--- config.mk ---
export PLATFORM = sky130hd
export DESIGN_NAME = keypad_scan_debounce
export DESIGN_NICKNAME = d
export VERILOG_FILES = /design/src/rtl/keypad_scan_debounce.sv
export SDC_FILE = /design/constraint.sdc
export NUM_CORES = 1
export LEC_CHECK = 0
export ABC_AREA = 0
export CORE_UTILIZATION = 25
export DETAILED_ROUTE_END_ITERATION = 8
export SETUP_SLACK_MARGIN = 0.3
export SLEW_MARGIN = 20
export SYNTH_ARGS = -nofsm -noshare
export SYNTH_HDL_FRONTEND = slang
export SYNTH_SLANG_ARGS = --single-unit
--- constraint.sdc ---
create_clock -name clock -period 3.1 [get_ports clock]
set_input_delay 0.465 -clock clock [delete_from_list [all_inputs] [get_ports clock]]
set_output_delay 0.465 -clock clock [all_outputs]
set_load 0.05 [all_outputs]
--- src/rtl/keypad_scan_debounce.sv ---
// Row-scanning 4x4 active-low keypad reader. Columns are synchronised, sampled once
// per row dwell, reduced to one prioritised key per frame, and debounced frame by frame.
module keypad_scan_debounce #(
   parameter int unsigned SCAN_DIV     = 50000,
   parameter int unsigned DEBOUNCE_CNT = 4
) (
   input  logic       clock,
   input  logic       reset,
   input  logic [3:0] keyCol,
   output logic [3:0] keyRow,
   output logic [3:0] key_code,
   output logic       key_valid,
   output logic       key_held
);

   localparam int unsigned DwW  = (SCAN_DIV > 2) ? $clog2(SCAN_DIV) : 1;
   localparam int unsigned CntW = $clog2(DEBOUNCE_CNT + 1);

   localparam logic [DwW-1:0]  DwLast = DwW'(SCAN_DIV - 1);
   localparam logic [CntW-1:0] CntMax = CntW'(DEBOUNCE_CNT);
   localparam logic [CntW-1:0] CntOne = CntW'(1);

   localparam logic [1:0] StIdle     = 2'd0;
   localparam logic [1:0] StPressChk = 2'd1;
   localparam logic [1:0] StHeld     = 2'd2;
   localparam logic [1:0] StRelChk   = 2'd3;

   logic [3:0]      col_meta_q, col_meta_d;
   logic [3:0]      col_sync_q, col_sync_d;
   logic [DwW-1:0]  dwell_q, dwell_d;
   logic [1:0]      row_q, row_d;
   logic            acc_found_q, acc_found_d;
   logic [3:0]      acc_code_q, acc_code_d;
   logic [1:0]      state_q, state_d;
   logic [CntW-1:0] cnt_q, cnt_d;
   logic [3:0]      cand_q, cand_d;
   logic [3:0]      key_code_q, key_code_d;
   logic            key_valid_q, key_valid_d;

   logic            dwell_end;
   logic            frame_end;
   logic [3:0]      col_low;
   logic            col_any;
   logic [1:0]      col_idx;
   logic            frm_found;
   logic [3:0]      frm_code;
   logic [CntW-1:0] cnt_inc;

   // Two-flop synchroniser on the asynchronous column returns.
   always_comb begin
      col_meta_d = keyCol;
      col_sync_d = col_meta_q;
   end

   // Row dwell counter and row rotation; the last dwell cycle is the sample point.
   always_comb begin
      dwell_end = (dwell_q == DwLast);
      frame_end = dwell_end && (row_q == 2'd3);
      dwell_d   = dwell_end ? '0 : dwell_q + 1'b1;
      row_d     = dwell_end ? row_q + 2'd1 : row_q;
   end

   // Row drive decode: exactly one row pulled low.
   always_comb begin
      case (row_q)
         2'd0:    keyRow = 4'b1110;
         2'd1:    keyRow = 4'b1101;
         2'd2:    keyRow = 4'b1011;
         default: keyRow = 4'b0111;
      endcase
   end

   // Lowest-numbered low column wins within a row.
   always_comb begin
      col_low = ~col_sync_q;
      col_any = |col_low;
      col_idx = 2'd0;
      for (int i = 3; i >= 0; i--) begin
         if (col_low[i]) col_idx = 2'(i);
      end
   end

   // Frame accumulator keeps the first key found; rows are visited in ascending order,
   // so the first hit is already the lowest row.
   always_comb begin
      acc_found_d = acc_found_q;
      acc_code_d  = acc_code_q;
      frm_found   = acc_found_q | col_any;
      frm_code    = acc_found_q ? acc_code_q : {row_q, col_idx};
      if (dwell_end) begin
         if (frame_end) begin
            acc_found_d = 1'b0;
            acc_code_d  = 4'd0;
         end else if (!acc_found_q && col_any) begin
            acc_found_d = 1'b1;
            acc_code_d  = {row_q, col_idx};
         end
      end
   end

   // Debounce FSM, advanced only at frame end.
   always_comb begin
      state_d     = state_q;
      cnt_d       = cnt_q;
      cand_d      = cand_q;
      key_code_d  = key_code_q;
      key_valid_d = 1'b0;
      cnt_inc     = (cnt_q == CntMax) ? cnt_q : cnt_q + 1'b1;
      if (frame_end) begin
         case (state_q)
            StIdle: begin
               if (frm_found) begin
                  cand_d = frm_code;
                  if (DEBOUNCE_CNT <= 1) begin
                     state_d     = StHeld;
                     key_code_d  = frm_code;
                     key_valid_d = 1'b1;
                     cnt_d       = '0;
                  end else begin
                     state_d = StPressChk;
                     cnt_d   = CntOne;
                  end
               end
            end
            StPressChk: begin
               if (!frm_found) begin
                  state_d = StIdle;
                  cnt_d   = '0;
               end else if (frm_code == cand_q) begin
                  if (cnt_inc == CntMax) begin
                     state_d     = StHeld;
                     key_code_d  = cand_q;
                     key_valid_d = 1'b1;
                     cnt_d       = '0;
                  end else begin
                     cnt_d = cnt_inc;
                  end
               end else begin
                  cand_d = frm_code;
                  cnt_d  = CntOne;
               end
            end
            StHeld: begin
               if (!frm_found) begin
                  if (DEBOUNCE_CNT <= 1) begin
                     state_d = StIdle;
                     cnt_d   = '0;
                  end else begin
                     state_d = StRelChk;
                     cnt_d   = CntOne;
                  end
               end
            end
            default: begin
               // Any key during release checking cancels the release silently.
               if (frm_found) begin
                  state_d = StHeld;
                  cnt_d   = '0;
               end else if (cnt_inc == CntMax) begin
                  state_d = StIdle;
                  cnt_d   = '0;
               end else begin
                  cnt_d = cnt_inc;
               end
            end
         endcase
      end
   end

   // Output drive.
   always_comb begin
      key_code  = key_code_q;
      key_valid = key_valid_q;
      key_held  = (state_q == StHeld) || (state_q == StRelChk);
   end

   // State registers with asynchronous active-low reset.
   always_ff @(posedge clock or negedge reset) begin
      if (!reset) begin
         col_meta_q  <= 4'hF;
         col_sync_q  <= 4'hF;
         dwell_q     <= '0;
         row_q       <= 2'd0;
         acc_found_q <= 1'b0;
         acc_code_q  <= 4'd0;
         state_q     <= StIdle;
         cnt_q       <= '0;
         cand_q      <= 4'd0;
         key_code_q  <= 4'd0;
         key_valid_q <= 1'b0;
      end else begin
         col_meta_q  <= col_meta_d;
         col_sync_q  <= col_sync_d;
         dwell_q     <= dwell_d;
         row_q       <= row_d;
         acc_found_q <= acc_found_d;
         acc_code_q  <= acc_code_d;
         state_q     <= state_d;
         cnt_q       <= cnt_d;
         cand_q      <= cand_d;
         key_code_q  <= key_code_d;
         key_valid_q <= key_valid_d;
      end
   end

endmodule
==> flow_summary.yaml, run 1 <==
floorplan:
  die_area_sq_um: 9470
  die_x_um: 97.3
  die_h_um: 97.3
  io_pins: 16
  initial_core_util_pct: 25.9
  core_sq_um: 8760
  rows: 34
pwr:
  switching_share_pct: 20.1
  p_int_mw: 0.867
  p_seq_share_pct: 55.2
  power_switching_mw: 0.219
  ir_worst_vdd_mv: 0.144
  total_power_mw: 1.09
  clkPwrFrac_pct: 42.3
  p_leak_nw: 1.14
  powerDensity_nw_per_um2: 407
  p_comb_share_pct: 2.5
clocking:
  clkTransAtPathRegs_ps: 80
  root_buffer: "clkbuf_8"
  clk_latency_ps: 290
  post_cts_buffers: 0
  cts_resized: 0
  clockBufferDepth: 2
  htree_levels: 2
  cts_tree: "done"
  cts_hold_buffers: 0
  cts_buffers: 5
  cts.sinks: 45
status:
  outcome: "finished, final reports clean"
route:
  vias: 1576
  vias_per_cell: 4.58
  drt_iter0_markers: 82
  ant_nets: 0
  drc: 0
  wl_per_cell_um: 12.1
  drt-total-wl_mm: 4.16
  firstDrtPassIters: 4
logic_synthesis:
  synth_top_cell_area_share_pct: 40.8
  synth_nets: 233
  yosys-top-cells-area: "dfrtp_1, dfstp_2, ha_1"
  ys_seq_area_share_pct: 50.0
  synth-async-reset-ratio_pct: 100
  synth_top_area_cell: "dfrtp_1"
  yosys_warnings: 0
  synth_common_cells: "dfrtp_1, nand2_1, nor2_1"
  syn_area_sq_um: 2270
  ys_types: 44
  synth-seq-cells: 45
  syn_avg_cell_area_sq_um: 10.5
  synth_cells: 216
  synth_flop_cell: "dfrtp_1"
  synthMostInstantiatedCell: "dfrtp_1"
  synth_edf_count: 0
layout:
  final_core_util_pct: 30.4
  syn2layout_area_growth_pct: 17.4
  fill_cells: 910
  seqCellArea_sq_um: 1140
  antenna_cells: 0
  multiInputGateArea_sq_um: 1060
  fin_nets: 252
  drive_above_1_share_pct: 11.9
global_route:
  grt_max_degree: 46
  grt_pass1_wl_mm: 7.69
  grt_usage_pct: 9.84
  grt-ovfl-total: 0
  antenna_found_initial: 0
  grt_pass1_vias: 1614
sta:
  min_period_ps: 2540
  fin_hold_ws_ps: 158
  timing.final.hold_violations: 0
  slew_headroom_pct: 62.4
  final.setup.tns_ps: 0
  rsz0062_at_grt: "no"
  slew_violations: 0
  min_period_over_period_pct: 81.9
  setup_violations: 0
  clock.fmax_ghz: 0.394
  finClkSkew_ps: 8.98
  tightest_slew_ps: 564
critical_path:
  start_kind: "flop"
  critPathCaptureType: "flop"
  critPathRequiredTime_ps: 3280
  r2r-start: "cnt_q[0]"
  worst_ep_arrival_time_ps: 2720
  critPathKind: "flop to flop"
  startpoint: "cnt_q[0]"
  path_max_fanout: 5
placement:
  post-dp-hpwl_mm: 3.03
  portBuffers: 15
  gp_congestion: 0.814
flow_run:
  maxCapViolCount: 0
min_path:
  hp-class: "primary input to async pin"
[per-layer routing]
metal	up-vias	global-route usage, %	wire (um)
li1	795	-	-
met5	-	0	0
met2	20	14.4	1780
met1	757	13.8	2210
met3	4	2.81	124
met4	0	3.51	46
[worst max-delay path, stage by stage, from the launching register on]
cell and delay [ps]:
dfrtp_1 410, inv_1 120, ha_1 240, nor3b_1 220, a211oi_1 70, a211o_1 310
nor4_1 380, and2_0 320, mux2_2 370
[logic make-up after synthesis]
| family | synth area share (%) |
|---|---|
| simple gates | 17.4 |
| flops | 50.0 |
| compound gates | 9.97 |
| buf+inv | 3.20 |
| xor+xnor | 6.94 |
| mux | 6.45 |
| fa+ha+maj | 6.06 |
[layout by cell type (no fill, tap or decap), drive strengths merged, types with 8 or more instances in the layout]
cell            n
dfrtp          37
nand2          22
nor2           20
inv            15
clkdlybuf4s50  14
ha             11
xnor2           9
xor2            9
o21ai           9
dfstp           8
[state kept, by name, indices dropped and copies added, names as in the netlist, named ones only]
signal and cells:
key_valid 1, col_meta_q 4, cnt_q 3, row_q 2, col_sync_q 4, state_q 1, cand_q 4, key_code 4
acc_found_q 1, acc_code_q 4, dwell_q 16
[cell type report]
class / count / share of cell area (%)
Sequential cell: 45 / 42.6
Multi-Input combinational cell: 152 / 39.9
Timing Repair Buffer: 16 / 5.82
Tap cell: 108 / 5.07
Clock buffer: 6 / 3.10
Inverter: 15 / 2.11
Clock inverter: 2 / 1.41
[power by group through the flow]
stage               registers, mW  logic (mW)  clock network, mW
detailed placement          0.610      0.0285                  0
global route                0.600      0.0320              0.504
global placement            0.610      0.0283                  0
finish                      0.599      0.0274              0.459
CTS                         0.599      0.0286              0.475
floorplan                   0.610     0.00872                  0
[final timing paths]
kind | to | slack [ps] | cells past startpoint
min reg2reg | col_sync_q[3] | 360 | 0
min in group clock | col_sync_q[3] | 360 | 0
min | state_q[0] | 160 | 1
max | key_code[1] | 560 | 8
max reg2reg | key_code[1] | 560 | 8
max in group asynchronous | cand_q[3] | 2550 | 1
[stage by stage]
stage / instances / setup WS (ps) / area [sq um]
2_1_floorplan: 216 / 802 / 2270
3_3_place_gp: 336 / 668 / 2540
6_report: 344 / 561 / 2670
3_5_place_dp: 336 / 555 / 2540
4_1_cts: 344 / 548 / 2660
5_1_grt: 344 / 318 / 2670
Note: power is estimated with default switching activity, not from simulation.
==> run 2: changes to the inputs <==
==> constraint.sdc (replaced) <==
create_clock -name clock -period 2.3 [get_ports clock]
set_input_delay 0.345 -clock clock [delete_from_list [all_inputs] [get_ports clock]]
set_output_delay 0.345 -clock clock [all_outputs]
set_load 0.05 [all_outputs]
==> run 2 against run 1 <==
  * Fmax increased by 17%
  * Non-clock buffer count increased by 23
  * Utilization increased by 3.2 points
  * First-iteration DRC count increased by 20%
  * Critical path type unchanged
  * Cell count increased by 6.7%
  * Flip-flop and latch count unchanged
==> flow_summary.yaml, run 2 (synthesis results as in run 1) <==
status:
  outcome: "finished, final reports clean"
layout:
  top_register: "dwell_q"
  antenna_cells: 0
  instances_no_fill: 367
  final_area_sq_um: 2950
  largest_reg_flops: 16
  fin_nets: 275
  fill_cells: 896
  final_core_util_pct: 33.6
  most-common-layout-cells: "dfrtp_1, buf_4, nand2_1"
  drive_above_1_share_pct: 30.5
  syn2layout_area_growth_pct: 29.8
  final_common_cell: "dfrtp_1"
route:
  wl_per_cell_um: 12.7
  vias_per_cell: 4.69
  drt-total-wl_mm: 4.67
  vias: 1720
  firstDrtPassIters: 4
  drc: 0
  ant_nets: 0
  drt_iter0_markers: 98
critical_path:
  worst_ep_arrival_time_ps: 2360
  reg2reg_to: "key_code[2]"
  critPathRequiredTime_ps: 2490
  path_max_fanout: 4
  start_kind: "flop"
  r2r_slack_ps: 120
  r2r_cells: 7
  critPathKind: "flop to flop"
  r2r-start: "cnt_q[0]"
  critPathCaptureType: "flop"
min_path:
  hp-class: "primary input to async pin"
sta:
  slew_headroom_pct: 57.1
  timing.final.hold_violations: 0
  clock.fmax_ghz: 0.459
  min_period_over_period_pct: 94.7
  setup_violations: 0
  final.setup.worst_slack_ps: 121
  min_period_ps: 2180
  slew_violations: 0
  final.setup.tns_ps: 0
  fin_hold_ws_ps: 62.5
  tightest_slew_ps: 644
  rsz0062_at_grt: "yes"
  finClkSkew_ps: 8.25
clocking:
  root_buffer: "clkbuf_8"
  clk_latency_ps: 300
  cts_buffers: 5
  htree_levels: 2
  cts_tree: "done"
  cts_hold_buffers: 0
  clockBufferDepth: 2
  clkTransAtPathRegs_ps: 90
  cts.sinks: 45
floorplan:
  rows: 34
  io_pins: 16
  die_area_sq_um: 9470
  die_x_um: 97.3
  die_h_um: 97.3
  core_sq_um: 8760
  initial_core_util_pct: 25.9
global_route:
  grt_pass1_wl_mm: 8.22
  grt_max_degree: 29
  antenna_found_initial: 0
  grt-ovfl-total: 0
  grt_pass1_vias: 1735
  grt_usage_pct: 10.6
placement:
  post-dp-hpwl_mm: 3.30
  preCtsSetupSlack_ps: -21.3
  place_area_sq_um: 2670
  portBuffers: 15
  gp_congestion: 0.783
  placedCellCount: 348
flow_run:
  maxCapViolCount: 0
pwr:
  ir_worst_vdd_mv: 0.224
  powerDensity_nw_per_um2: 496
  total_power_mw: 1.46
  p_leak_nw: 1.27
==> run 2: cell count changes in the layout (fill, tap and decap cells not counted), sizes merged <==
cell | previous run | this run
clkbuf | 6 | 8
clkinv | 0 | 1
clkdlybuf4s50 | 14 | 9
buf | 2 | 27
==> run 2: cell type report <==
type / count / area [sq um] / area share [%]
Clock inverter: 3 / 46.3 / 1.57
Clock buffer: 5 / 68.8 / 2.33
Timing Repair Buffer: 39 / 317 / 10.7
Sequential cell: 45 / 1140 / 38.6
Inverter: 15 / 56.3 / 1.91
Multi-Input combinational cell: 152 / 1190 / 40.2
Tap cell: 108 / 135 / 4.58
==> run 2: report_power, final <==
part	total, mW	leakage [nW]	switching, mW	internal, mW
clock	0.600	0.0543	0.275	0.325
combinational	0.0543	0.632	0.0314	0.0230
sequential	0.807	0.583	0.00403	0.803
total	1.46	1.27	0.310	1.15
==> run 2: timing repair <==
action / CTS / global route
gates cloned: 0 / 0
pin swaps: 1 / 7
resized for setup: 14 / 22
endpoints found under the setup margin: 18 / 18
setup buffers: 8 / 3
==> run 2: worst max-delay path by stage <==
stage                      from          end  slack [ps]  cells after the start
finish                 cnt_q[0]  key_code[2]         120                      7
global route        acc_found_q  key_code[2]          20                      7
CTS                    cnt_q[0]  key_code[2]          90                      8
detailed placement  acc_found_q  key_code[2]         -20                      6
global placement    acc_found_q  key_code[1]          60                      6
floorplan           acc_found_q    cand_q[0]         180                      7
==> run 2: metal layers <==
metal	vias up	global-route usage, %	wire (um)
met4	0	4.19	68
met1	840	14.6	2370
met2	36	16.0	2090
met3	6	2.37	145
met5	-	0	0
li1	838	-	-
==> run 2: worst max-delay path, cell delays in order (launching register included) <==
cell,delay [ps]
dfrtp_2,430
ha_2,220
nor3b_2,170
a211oi_1,70
a211o_1,330
nor4_4,290
and2_4,250
mux2_4,300
==> run 3: changes to the inputs <==
--- a/config.mk
+++ b/config.mk
@@ -6,9 +6,12 @@
 export NUM_CORES = 1
 export LEC_CHECK = 0
 export ABC_AREA = 0
+export ABC_CLOCK_PERIOD_IN_PS = 2300
 export CORE_UTILIZATION = 25
 export DETAILED_ROUTE_END_ITERATION = 8
+export PLACE_DENSITY = 0.52
 export SETUP_SLACK_MARGIN = 0.3
+export SKIP_LAST_GASP = 1
 export SLEW_MARGIN = 20
 export SYNTH_ARGS = -nofsm -noshare
 export SYNTH_HDL_FRONTEND = slang
==> run 3 against run 2 <==
  * Global-route usage up 0.055 points
  * Fmax up 0.96%
  * Non-clock buffer count up 8
  * Clock power down 16%
  * Flip-flop and latch count unchanged
  * Sequential share of layout area down 1.2 points
  * Count of clock-buffer cells in the layout up 3
  * Critical path type unchanged
  * Critical endpoint is now key_code[3]
  * Largest power group unchanged
  * Highest routed layer unchanged
==> flow_summary.yaml, run 3 (synthesis results as in run 1) <==
status:
  outcome: "finished, final reports clean"
layout:
  largest_reg_flops: 16
  final_core_util_pct: 34.7
  fin_nets: 283
  syn2layout_area_growth_pct: 33.8
  drive_above_1_share_pct: 33.7
  top_register: "dwell_q"
  antenna_cells: 0
  final_common_cell: "dfrtp_1"
  fill_cells: 897
  most-common-layout-cells: "dfrtp_1, buf_4, nand2_1"
pwr:
  ir_worst_vdd_mv: 0.206
  total_power_mw: 1.38
  p_leak_nw: 1.31
  powerDensity_nw_per_um2: 453
route:
  firstDrtPassIters: 4
  drc: 0
  vias: 1729
  vias_per_cell: 4.61
  wl_per_cell_um: 12.8
  ant_nets: 0
  drt-total-wl_mm: 4.79
  drt_iter0_markers: 62
clocking:
  cts.sinks: 45
  htree_levels: 2
  cts_hold_buffers: 0
  clockBufferDepth: 2
  cts_tree: "done"
  root_buffer: "clkbuf_8"
  clkTransAtPathRegs_ps: 90
  cts_buffers: 5
  clk_latency_ps: 290
critical_path:
  critPathKind: "flop to flop"
  critPathCaptureType: "flop"
  r2r-start: "acc_found_q"
  r2r_cells: 7
  r2r_slack_ps: 140
  worst_ep_arrival_time_ps: 2330
  reg2reg_to: "key_code[3]"
  critPathRequiredTime_ps: 2470
  start_kind: "flop"
  path_max_fanout: 7
placement:
  portBuffers: 15
  post-dp-hpwl_mm: 3.22
  gp_congestion: 0.754
sta:
  final.setup.tns_ps: 0
  rsz0062_at_grt: "yes"
  slew_headroom_pct: 61.8
  setup_violations: 0
  finClkSkew_ps: 13.4
  timing.final.hold_violations: 0
  clock.fmax_ghz: 0.463
  min_period_over_period_pct: 93.8
  min_period_ps: 2160
  tightest_slew_ps: 572
  slew_violations: 0
min_path:
  hp-class: "primary input to async pin"
global_route:
  grt_pass1_wl_mm: 8.24
  grt-ovfl-total: 0
  grt_pass1_vias: 1726
  antenna_found_initial: 0
  grt_max_degree: 46
  grt_usage_pct: 10.6
floorplan:
  initial_core_util_pct: 25.9
  die_area_sq_um: 9470
  core_sq_um: 8760
  io_pins: 16
  rows: 34
  die_x_um: 97.3
  die_h_um: 97.3
flow_run:
  maxCapViolCount: 0
run 3: per-layer routing:
metal	track usage, %	share of wire, %	vias up
li1	-	-	857
met1	14.8	50	831
met2	16.6	47	37
met3	2.37	2.8	4
met4	3.05	0.88	0
met5	0	0	-
run 3: metrics by stage:
| step | setup slack (ps) | hold WS, ps | instance area, sq um | instances |
|---|---|---|---|---|
| floorplan | 180 | 49.4 | 2320 | 216 |
| global placement | 19.7 | 346 | 2690 | 350 |
| detailed placement | 5.77 | 347 | 2690 | 350 |
| CTS | 131 | 161 | 2890 | 365 |
| global route | 64.6 | 161 | 3040 | 375 |
| finish | 142 | 126 | 3040 | 375 |
run 3: area by class of cell:
type	count	area, sq um	share of cell area, %
repair buffers	47	373	12.3
multi-input cells	152	1240	40.9
well taps	108	135	4.45
inverters	15	58.8	1.93
flip-flops and latches	45	1140	37.5
clock buffers	8	90.1	2.96
run 3: how the worst max path moves through the flow:
stage,startpoint,depth (start not counted),to,slack (ps)
2_1_floorplan,acc_found_q,7,cand_q[0],180
3_3_place_gp,acc_found_q,6,key_code[3],20
3_5_place_dp,acc_found_q,6,key_code[3],6
4_1_cts,cnt_q[0],8,key_code[3],130
5_1_grt,acc_found_q,7,key_code[3],60
6_report,acc_found_q,7,key_code[3],140
run 3: what timing repair did:
action	CTS	global route
cloned	0	0
gates resized for setup	16	29
pin swaps	6	10
buffers inserted	7	10
endpoints found under the setup margin	17	22
run 3: critical path: stages (launching register included):
cell and delay, ps:
dfrtp_2 520, mux2i_1 170, a31oi_2 270, xor2_2 130, buf_4 160, nor4_4 230, and2_4 230, mux2_2 330
run 3: where the power goes:
group	switching (mW)	leakage [nW]	total [mW]	internal, mW
logic	0.0351	0.683	0.0638	0.0287
clock network	0.258	0.0455	0.504	0.246
registers	0.00432	0.583	0.808	0.803
total	0.298	1.31	1.38	1.08
